[config.mk]
export PLATFORM = sky130hd
export DESIGN_NAME = uart_rx
export DESIGN_NICKNAME = d
export VERILOG_FILES = /design/src/rtl/uart_pkg.sv /design/src/rtl/uart_rx_fifo.sv /design/src/rtl/uart_rx.sv
export SDC_FILE = /design/constraint.sdc
export NUM_CORES = 1
export LEC_CHECK = 0
export ABC_AREA = 1
export BUFFER_PORTS_ARGS = -buffer_cell sky130_fd_sc_hd__buf_4
export CAP_MARGIN = 40
export CORE_ASPECT_RATIO = 1.1
export CORE_MARGIN = 2
export CORE_UTILIZATION = 40
export DETAILED_ROUTE_END_ITERATION = 16
export GPL_TIMING_DRIVEN = 0
export HOLD_SLACK_MARGIN = 0.05
export PLACE_DENSITY = 0.63
export SYNTH_ARGS = -nofsm -noshare
export SYNTH_HDL_FRONTEND = slang
export SYNTH_SLANG_ARGS = --single-unit
export TNS_END_PERCENT = 20
[constraint.sdc]
create_clock -name clk -period 3.9 [get_ports clk]
set_input_delay 1.17 -clock clk [delete_from_list [all_inputs] [get_ports clk]]
set_output_delay 1.17 -clock clk [all_outputs]
set_load 0.1 [all_outputs]
[src/rtl/uart_pkg.sv]
// Shared definitions for the UART receive and transmit paths.
// Contents: baud_rate and parity_type encodings, receiver FSM state type,
// the oversample ratio, and helpers for the baud divisor and parity.
`timescale 1ns/1ps
package uart_pkg;

  localparam logic [1:0] BAUD_2400  = 2'b00;
  localparam logic [1:0] BAUD_4800  = 2'b01;
  localparam logic [1:0] BAUD_9600  = 2'b10;
  localparam logic [1:0] BAUD_19200 = 2'b11;

  // 2'b11 is also treated as "no parity".
  localparam logic [1:0] PAR_NONE = 2'b00;
  localparam logic [1:0] PAR_ODD  = 2'b01;
  localparam logic [1:0] PAR_EVEN = 2'b10;

  localparam int unsigned OVERSAMPLE = 16;

  typedef enum logic [2:0] {
    ST_IDLE,
    ST_START,
    ST_DATA,
    ST_PARITY,
    ST_STOP
  } rx_state_e;

  // Clocks per oversample tick for a given baud code (integer truncation).
  function automatic int unsigned baud_div(input int unsigned clk_freq,
                                           input logic [1:0]  code);
    int unsigned baud;
    case (code)
      BAUD_2400: baud = 2400;
      BAUD_4800: baud = 4800;
      BAUD_9600: baud = 9600;
      default:   baud = 19200;
    endcase
    return clk_freq / (baud * OVERSAMPLE);
  endfunction

  function automatic logic par_enabled(input logic [1:0] ptype);
    return (ptype == PAR_ODD) || (ptype == PAR_EVEN);
  endfunction

  // Parity bit the sender should have put on the line for this byte.
  function automatic logic par_expected(input logic [1:0] ptype,
                                        input logic [7:0] data);
    return (ptype == PAR_ODD) ? ~(^data) : ^data;
  endfunction

endpackage

[src/rtl/uart_rx_fifo.sv]
// Synchronous first-word-fall-through byte FIFO for the UART receiver.
// Ports:
//   clk, rst      clock, asynchronous active-high reset
//   wr_en_i       push wr_data_i (ignored when full)
//   wr_data_i     byte to push
//   rd_en_i       pop the head (ignored when empty)
//   rd_data_o     current head, forced to 0 while empty
//   full_o        DEPTH entries held
//   empty_o       no entries held
`timescale 1ns/1ps
module uart_rx_fifo
  import uart_pkg::*;
#(
  parameter int DEPTH = 16,
  parameter int ADDR  = 4
) (
  input  logic       clk,
  input  logic       rst,
  input  logic       wr_en_i,
  input  logic [7:0] wr_data_i,
  input  logic       rd_en_i,
  output logic [7:0] rd_data_o,
  output logic       full_o,
  output logic       empty_o
);

  logic [7:0]    mem_q [DEPTH];
  logic [ADDR-1:0] wr_ptr_q, wr_ptr_d;
  logic [ADDR-1:0] rd_ptr_q, rd_ptr_d;
  logic [ADDR:0]   count_q, count_d;
  logic            do_wr, do_rd;

  assign full_o    = (count_q == (ADDR+1)'(DEPTH));
  assign empty_o   = (count_q == '0);
  assign rd_data_o = empty_o ? 8'h00 : mem_q[rd_ptr_q];

  // A pop on an empty FIFO is dropped even if a write lands the same cycle.
  assign do_wr = wr_en_i && !full_o;
  assign do_rd = rd_en_i && !empty_o;

  always_comb begin
    wr_ptr_d = wr_ptr_q;
    rd_ptr_d = rd_ptr_q;
    count_d  = count_q;
    if (do_wr) wr_ptr_d = wr_ptr_q + 1'b1;
    if (do_rd) rd_ptr_d = rd_ptr_q + 1'b1;
    case ({do_wr, do_rd})
      2'b10:   count_d = count_q + 1'b1;
      2'b01:   count_d = count_q - 1'b1;
      default: count_d = count_q;
    endcase
  end

  always_ff @(posedge clk or posedge rst) begin
    if (rst) begin
      wr_ptr_q <= '0;
      rd_ptr_q <= '0;
      count_q  <= '0;
    end else begin
      wr_ptr_q <= wr_ptr_d;
      rd_ptr_q <= rd_ptr_d;
      count_q  <= count_d;
    end
  end

  // Storage carries no reset; the read mux hides stale contents while empty.
  always_ff @(posedge clk) begin
    if (do_wr) mem_q[wr_ptr_q] <= wr_data_i;
  end

endmodule

[src/rtl/uart_rx.sv]
// UART receiver: 16x oversampled 8N1/8O1/8E1 frame recovery, LSB first,
// with parity/stop checking and a FWFT receive FIFO.
// Ports:
//   clk, rst      clock, asynchronous active-high reset
//   rx            serial line (asynchronous, idle high)
//   baud_rate     00=2400 01=4800 10=9600 11=19200
//   parity_type   00/11=none 01=odd 10=even
//   rd_en         pop one byte from the FIFO
//   data_out      FIFO head, valid while !fifo_empty
//   fifo_empty    FIFO holds no bytes
//   active        start-bit confirm until stop-bit sample
//   parity_err    one-cycle pulse on parity mismatch
//   frame_err     one-cycle pulse on low stop bit
//   overrun       one-cycle pulse when a good byte met a full FIFO
`timescale 1ns/1ps
module uart_rx
  import uart_pkg::*;
#(
  parameter int unsigned CLK_FREQ   = 50_000_000,
  parameter int          FIFO_DEPTH = 16,
  parameter int          FIFO_ADDR  = 4
) (
  input  logic       clk,
  input  logic       rst,
  input  logic       rx,
  input  logic [1:0] baud_rate,
  input  logic [1:0] parity_type,
  input  logic       rd_en,
  output logic [7:0] data_out,
  output logic       fifo_empty,
  output logic       active,
  output logic       parity_err,
  output logic       frame_err,
  output logic       overrun
);

  localparam int unsigned DIV_2400  = baud_div(CLK_FREQ, BAUD_2400);
  localparam int unsigned DIV_4800  = baud_div(CLK_FREQ, BAUD_4800);
  localparam int unsigned DIV_9600  = baud_div(CLK_FREQ, BAUD_9600);
  localparam int unsigned DIV_19200 = baud_div(CLK_FREQ, BAUD_19200);
  localparam int          DIV_W     = (DIV_2400 < 1) ? 1 : $clog2(DIV_2400 + 1);

  logic             rx_meta_q, rx_s_q;
  rx_state_e        state_q, state_d;
  logic [DIV_W-1:0] div_q, div_d;
  logic [DIV_W-1:0] div_cnt_q, div_cnt_d;
  logic [3:0]       os_cnt_q, os_cnt_d;
  logic [2:0]       bit_idx_q, bit_idx_d;
  logic [1:0]       par_type_q, par_type_d;
  logic [7:0]       shift_q, shift_d;
  logic             par_bit_q, par_bit_d;
  logic             active_q, active_d;
  logic             parity_err_q, parity_err_d;
  logic             frame_err_q, frame_err_d;
  logic             overrun_q, overrun_d;
  logic             tick;
  logic             fifo_wr;
  logic             fifo_full;

  assign tick = (div_cnt_q == div_q - 1'b1);

  always_ff @(posedge clk or posedge rst) begin
    if (rst) begin
      rx_meta_q <= 1'b1;
      rx_s_q    <= 1'b1;
    end else begin
      rx_meta_q <= rx;
      rx_s_q    <= rx_meta_q;
    end
  end

  always_comb begin
    state_d      = state_q;
    div_d        = div_q;
    div_cnt_d    = div_cnt_q;
    os_cnt_d     = os_cnt_q;
    bit_idx_d    = bit_idx_q;
    par_type_d   = par_type_q;
    shift_d      = shift_q;
    par_bit_d    = par_bit_q;
    active_d     = active_q;
    parity_err_d = 1'b0;
    frame_err_d  = 1'b0;
    overrun_d    = 1'b0;
    fifo_wr      = 1'b0;

    // The divisor is only reloaded while idle so a baud change never
    // disturbs a frame in flight; the tick phase starts fresh per frame.
    if (state_q == ST_IDLE) begin
      div_cnt_d = '0;
      case (baud_rate)
        BAUD_2400: div_d = DIV_W'(DIV_2400);
        BAUD_4800: div_d = DIV_W'(DIV_4800);
        BAUD_9600: div_d = DIV_W'(DIV_9600);
        default:   div_d = DIV_W'(DIV_19200);
      endcase
    end else begin
      div_cnt_d = tick ? '0 : div_cnt_q + 1'b1;
    end

    case (state_q)
      ST_IDLE: begin
        if (!rx_s_q) begin
          state_d  = ST_START;
          os_cnt_d = '0;
        end
      end
      ST_START: begin
        // Eighth tick lands mid start bit; a high line there was a glitch.
        if (tick) begin
          if (os_cnt_q == 4'd7) begin
            os_cnt_d = '0;
            if (!rx_s_q) begin
              state_d    = ST_DATA;
              active_d   = 1'b1;
              bit_idx_d  = '0;
              par_type_d = parity_type;
            end else begin
              state_d = ST_IDLE;
            end
          end else begin
            os_cnt_d = os_cnt_q + 1'b1;
          end
        end
      end
      ST_DATA: begin
        if (tick) begin
          os_cnt_d = os_cnt_q + 1'b1;
          if (os_cnt_q == 4'd15) begin
            shift_d[bit_idx_q] = rx_s_q;
            bit_idx_d          = bit_idx_q + 1'b1;
            if (bit_idx_q == 3'd7)
              state_d = par_enabled(par_type_q) ? ST_PARITY : ST_STOP;
          end
        end
      end
      ST_PARITY: begin
        if (tick) begin
          os_cnt_d = os_cnt_q + 1'b1;
          if (os_cnt_q == 4'd15) begin
            par_bit_d = rx_s_q;
            state_d   = ST_STOP;
          end
        end
      end
      ST_STOP: begin
        // Decide at mid stop bit and return to idle immediately so the next
        // start edge can be caught even with no gap between frames.
        if (tick) begin
          os_cnt_d = os_cnt_q + 1'b1;
          if (os_cnt_q == 4'd15) begin
            state_d  = ST_IDLE;
            active_d = 1'b0;
            if (!rx_s_q)
              frame_err_d = 1'b1;
            else if (par_enabled(par_type_q) &&
                     (par_bit_q != par_expected(par_type_q, shift_q)))
              parity_err_d = 1'b1;
            else if (fifo_full)
              overrun_d = 1'b1;
            else
              fifo_wr = 1'b1;
          end
        end
      end
      default: state_d = ST_IDLE;
    endcase
  end

  always_ff @(posedge clk or posedge rst) begin
    if (rst) begin
      state_q      <= ST_IDLE;
      div_q        <= DIV_W'(DIV_2400);
      div_cnt_q    <= '0;
      os_cnt_q     <= '0;
      bit_idx_q    <= '0;
      par_type_q   <= PAR_NONE;
      active_q     <= 1'b0;
      parity_err_q <= 1'b0;
      frame_err_q  <= 1'b0;
      overrun_q    <= 1'b0;
    end else begin
      state_q      <= state_d;
      div_q        <= div_d;
      div_cnt_q    <= div_cnt_d;
      os_cnt_q     <= os_cnt_d;
      bit_idx_q    <= bit_idx_d;
      par_type_q   <= par_type_d;
      active_q     <= active_d;
      parity_err_q <= parity_err_d;
      frame_err_q  <= frame_err_d;
      overrun_q    <= overrun_d;
    end
  end

  always_ff @(posedge clk) begin
    shift_q   <= shift_d;
    par_bit_q <= par_bit_d;
  end

  uart_rx_fifo #(
    .DEPTH(FIFO_DEPTH),
    .ADDR (FIFO_ADDR)
  ) u_fifo (
    .clk      (clk),
    .rst      (rst),
    .wr_en_i  (fifo_wr),
    .wr_data_i(shift_q),
    .rd_en_i  (rd_en),
    .rd_data_o(data_out),
    .full_o   (fifo_full),
    .empty_o  (fifo_empty)
  );

  assign active     = active_q;
  assign parity_err = parity_err_q;
  assign frame_err  = frame_err_q;
  assign overrun    = overrun_q;

endmodule

## Word level (Yosys, flattened, before mapping)

Memories as Yosys holds them, arrays and structs flattened.
Index checks and enable logic that the tools add are counted.

- Register bits after elaboration: 62
- Memory bits (writable): 128
- Bits of input ports: 8
- Output and inout port bits: 13
- Word-level logic and storage cells: 143
- Memories: 1

- Add/sub/neg operators: 8
- Magnitude comparators: 2
- Equal/unequal tests: 28
- Multiplexer cells: 62
- Bitwise gates (word level): 2
- Reduce and logical (&&, ||, !) cells: 23

Memory list:

| memory | depth | width | rd ports | clocked after Yosys merged registers in | wr ports | line | text |
|---|---|---|---|---|---|---|---|
| u_fifo.mem_q | 16 | 8 | 1 | 0 | 1 | uart_rx_fifo.sv:27 | `logic [7:0] mem_q [DEPTH];` |

Operator list:

| operator | count |
|---|---|
| 3-bit 2-to-1 mux | 16 |
| 11-bit one-hot mux with 3 select lines | 1 |
| 1-bit 2-to-1 mux | 30 |
| 11-bit 2-to-1 mux | 2 |
| 2-bit != test, second input constant | 11 |
| 4-bit 2-to-1 mux | 4 |
| 3-bit one-hot mux with 5 select lines | 1 |
| 4-bit by 1-bit adder with 4-bit output, second input constant | 3 |
| 4-bit one-hot mux with 3 select lines | 1 |
| 6-bit AND reduction | 2 |
| 11-bit by 1-bit adder with 11-bit output, second input constant | 1 |
| 11-bit equality test | 1 |
| 11-bit by 1-bit subtractor with 11-bit output, second input constant | 1 |
| 5-bit one-hot mux with 2 select lines | 1 |
| 10-bit AND reduction | 1 |
| 8-bit bitwise mux | 1 |
| 8-bit 2-to-1 mux | 1 |
| 4-bit AND reduction | 2 |
| 8-bit XOR reduction | 1 |
| 2-bit by 1-bit equality test with 1-bit output, second input constant | 3 |
| 2-bit equality test, second input constant | 3 |
| 3-bit by 2-bit equality test with 1-bit output, second input constant | 2 |
| 3-bit equality test, second input constant | 2 |
| 3-bit one-hot mux with 2 select lines | 1 |
| 25 further kinds | 33 |

## Depth between registers and ports, before layout

- Depth after elaboration: 13
- Mapped depth: 22
- Mapped depth without buffers: 22

## Hierarchy

From an unflattened synthesis, not the netlist that was laid out.

- Cell total of the unflattened synthesis: 915
- Area, all modules: 8862.2 um^2

By module, submodules not included:

| module | times used | cells each | area an instance (um^2) | seq. area each (um^2) |
|---|---|---|---|---|
| uart_rx_fifo | 1 | 554 | 6117.1 | 4169.0 |
| uart_rx | 1 | 361 | 2745.1 | 1202.4 |

## Worst setup path before layout

No wires, ideal clock.

- Path type: register -> output
- Start point: register u_fifo.count_q[0]
- End point: output data_out[0]
- Arrival: 3.051 ns
- Data required time: 2.730 ns
- Slack: -0.321 ns
- Stages on the path, launching flop included: 5
- Path buffers: 0
- Cell sequence: dfrtp_1 > nor4_1 > nand2_1 > clkinv_1 > a21oi_1

- Word-level cells in the longest chain between the ends: 2

Ends and longest elaborated chain:

| item | line | text |
|---|---|---|
| from (decl) | uart_rx_fifo.sv:30 | `logic [ADDR:0] count_q, count_d;` |
| from (signal assigned) | uart_rx_fifo.sv:62 | `count_q <= count_d;` |
| 5-bit zero test | uart_rx_fifo.sv:34 | `assign empty_o = (count_q == '0);` |
| net fifo_empty | uart_rx.sv:30 | `output logic fifo_empty,` |
| 8-bit 2-to-1 mux | uart_rx_fifo.sv:35 | `assign rd_data_o = empty_o ? 8'h00 : mem_q[rd_ptr_q];` |
| to (decl) | uart_rx.sv:29 | `output logic [7:0] data_out,` |

The timed path passes the listed nets, and every way through them passes these cells.

## Worst setup path in the final report

- Start point: register u_fifo.rd_ptr_q[1]
- End point: output data_out[2]

- Word-level cells in the longest chain between the ends: 2

Ends and longest elaborated chain:

| item | line | text |
|---|---|---|
| from (decl) | uart_rx_fifo.sv:29 | `logic [ADDR-1:0] rd_ptr_q, rd_ptr_d;` |
| from (signal assigned) | uart_rx_fifo.sv:61 | `rd_ptr_q <= rd_ptr_d;` |
| memory read 16 x 8 bit | - |  |
| 8-bit 2-to-1 mux | uart_rx_fifo.sv:35 |  |

No other way between the ends.

==> metrics.txt <==
Switching Share=roughly 44%; Synth cell types=36; most frequent cell after synthesis=nand2_1; fin crit share=between 90 and 100%; router iterations before antenna repair=7; final slew viol count=0; drt total wl=roughly 20 mm; final setup violation count=0; Setup WS post-layout=~0.12 ns; maximum buffer depth of the clock tree=2; number of flops mapped to enable cells by yosys=between 100 and 150; RSZ-0062 raised after global routing=yes; gpl congestion=roughly 0.86; Comb pwr share=between 30% and 40%; Clock Pin Slew Worst Setup and Hold Paths=0.08 ns; core footprint=0.02137 sq mm; Reg-to-Reg Start=div_q[1]; Post-Syn Area=about 0.0087 sq mm; Post-Synthesis Net Count=883; CP cell instances=clkbuf_1 > o21ai_0 > o221ai_1 > nand3_1 > a21oi_1 > buf_4; number of global-route vias before repair=slightly above 6,000; Max IR drop VDD=about 0.00035 V; P per Cell Area=roughly 670 mW/mm^2; synth warn=0; Pwr Total=0.006706 W; Area contributors post-synth=edfxtp_1 47%, dfrtp_1 13%, nand2_1 6.1%, nor2_1 6.0%, o21ai_0 5.0%; CP bufs+invs=2; final std cells w/o fill=1,215; GRT overflow=0; pre-CTS setup slack=around 0.17 ns; main flop type after synthesis=edfxtp_1; layout cells sized above 1=13.08%; #FFs+latches synth=roughly 190; sequential element share of the synthesized area=61.67%; Crit path depth=6; Slowest-stage cell, CP=dfrtp_1; placed cell count=approximately 1,200; post-synth top area share=47.23%; clk_skew=~0.014 ns; Data arrival, critical path=between 2 and 3 ns; clk root buf=clkbuf_16; Hold Path Class=reg2reg; port bufs=20; P_leak=between 4 and 5 nW; Worst setup endpoint=data_out[2]; NumNets Final=941; setup slack, reg-to-reg=just under 0.3 ns; worst path required time=2.73 ns; area leader, netlist=edfxtp_1; GRT Total Usage=approximately a fifth; maximum fanout along the worst path=10; Fmax achieved=~260 MHz; residual DRC count=0; initial core utilization=between 40 and 50%; Die H=158.8 um; CTS tree=built; via count=between 6,000 and 7,000; FFs w/ async S/R, synth=about a quarter; CP top delay family=compound AO/OA/AOI/OAI gates; Final min period=about 3.8 ns; Pint=~0.0038 W; DIE AREA=between 0.02 and 0.025 sq mm; Area Growth Syn to Fin=15.54%; final hold violations=0; WHS Path Cells=0; I/O pins=21; relative slew slack=about two fifths; TritonCTS buffer count=17; Worst-Skew Late Latency=0.45 ns; Syn Area/Cell=~10 sq um; Max-Cap Viols=0; Critical Path End Type=output port; filler instances=just under 2,000; vias per cell=5.226; global-route wire length before repair=between 30 and 40 mm; Avg WL per Cell=between 15 and 20 um; commonest cells in the netlist=141 x nand2_1, 139 x nor2_1, 137 x edfxtp_1; DP HPWL=between 10 and 15 mm; # clock sinks=approximately 190; Iter 0 DRT Violations=561; row cnt=56; Ant. Diodes=0; status=finished, final reports clean; Critical Path Start Type=register; sequential power share=between 30% and 40%; P_sw=0.002919 W; reg2reg end=u_fifo.count_q[4]; Worst Setup SP=u_fifo.rd_ptr_q[1]; Die X=approximately 140 um; path depth of the worst reg2reg path=22; pin count of the biggest net entering global routing=29; initial antenna violation count=0; crit path kind=reg2out; antenna viol nets, final=0; max incr delay on CP=0.55 ns; Gate Count Post-Synth=around 850; Clk pwr share=between 20% and 30%; Worst Tran Pin Value=around 0.89 ns; H-tree depth=4; final hold slack=about 0.36 ns
==> cell families after synthesis <==
family / Yosys count / synth area share (%)
flops: 187 / 61.67
fa+ha+maj: 21 / 3.017
simple gates: 370 / 18.37
xor+xnor: 24 / 2.500
buf+inv: 105 / 4.540
compound gates: 147 / 9.898
==> worst reg2reg max path: stages (launching register included) <==
cell,delay [ns]
dfstp_2,0.56
inv_1,0.05
ha_1,0.29
inv_1,0.06
nand2_1,0.04
nand2_1,0.05
nand2_1,0.12
a31oi_2,0.19
nand3_2,0.13
nor2_4,0.18
nand3_4,0.13
nor2_8,0.18
nand2_2,0.10
ha_2,0.24
xor2_1,0.16
ha_1,0.20
nor2_2,0.16
o21ai_0,0.11
a21oi_1,0.13
inv_1,0.06
a21oi_1,0.11
o21ai_0,0.11
xor2_1,0.15
==> through the flow <==
step                      cell area (sq um)  setup TNS, ns  util [%]
final                                 10060              0     47.09
after floorplan                        8710         -2.569         -
after detailed placement               9303              0     43.53
after global placement                 9223              0     43.16
after CTS                              9951              0     46.56
after global routing                  10060       -0.03281     47.09
==> worst min-delay path by stage <==
stage                     slack, ns  endpoint  startpoint
final                          0.36    rx_s_q   rx_meta_q
after global routing           0.36    rx_s_q   rx_meta_q
after CTS                      0.36    rx_s_q   rx_meta_q
after global placement         0.35    rx_s_q   rx_meta_q
after floorplan                0.35    rx_s_q   rx_meta_q
after detailed placement       0.35    rx_s_q   rx_meta_q
==> cell usage in the layout (no fill, tap or decap), drive strengths merged, types with 2 or more instances in the layout <==
cell type and count:
nand4 7, clkbuf 42, inv 81, dfstp 5, o21ai 87, a21oi 20
xnor2 8, buf 42, o22ai 6, o211ai 2, nor3 10, nand3b 3
o221ai 28, xor2 16, nand2 145, nor3b 2, nor2 145, dfrtp 45
clkinv 10, edfxtp 137, ha 21, nand3 55, nor4 3
==> routing by layer <==
metal	global-route usage (%)	wire length, um	up-vias
met5	0	0	-
met2	30.42	9832	194
li1	-	-	3059
met1	24.73	8643	3067
met3	4.282	1343	29
met4	6.090	455	0
==> power by group through the flow <==
stage / Combinational [W] / Clock [W] / Sequential, W
after floorplan: 0.00186 / 0 / 0.00234
after global placement: 0.00246 / 0 / 0.00239
after detailed placement: 0.00249 / 0 / 0.00239
after CTS: 0.00252 / 0.00181 / 0.00234
after global routing: 0.00280 / 0.00189 / 0.00236
final: 0.00257 / 0.00179 / 0.00235
==> cell type report <==
class	instances	area, sq um	area share (%)
inverters	77	290.3	2.884
well taps	290	362.8	3.606
clock inverters	15	205.2	2.039
multi-input cells	562	2967	29.48
flip-flops and latches	187	5371	53.38
plain buffers	28	128.9	1.281
clock buffers	17	425.4	4.227
repair buffers	39	312.8	3.108
==> timing repair <==
| action | in CTS | in global routing |
|---|---|---|
| hold buffers | 0 | 0 |
| resized for setup | 14 | 18 |
| buffers inserted | 0 | 10 |
| pin swaps | 0 | 1 |
| endpoints found under the setup margin | 8 | 9 |
| endpoints found under the hold margin | 0 | 0 |
==> flip-flops by register name (all words and copies together), names as in the netlist <==
signal,flops
u_fifo.mem_q,128
div_q,8
par_bit_q,1
rx_s_q,1
overrun,1
parity_err,1
shift_q,8
bit_idx_q,3
u_fifo.wr_ptr_q,4
u_fifo.count_q,5
u_fifo.rd_ptr_q,4
rx_meta_q,1
os_cnt_q,4
active,1
state_q,3
div_cnt_q,11
par_type_q,2
frame_err,1
Note: power is estimated with default switching activity, not from simulation.
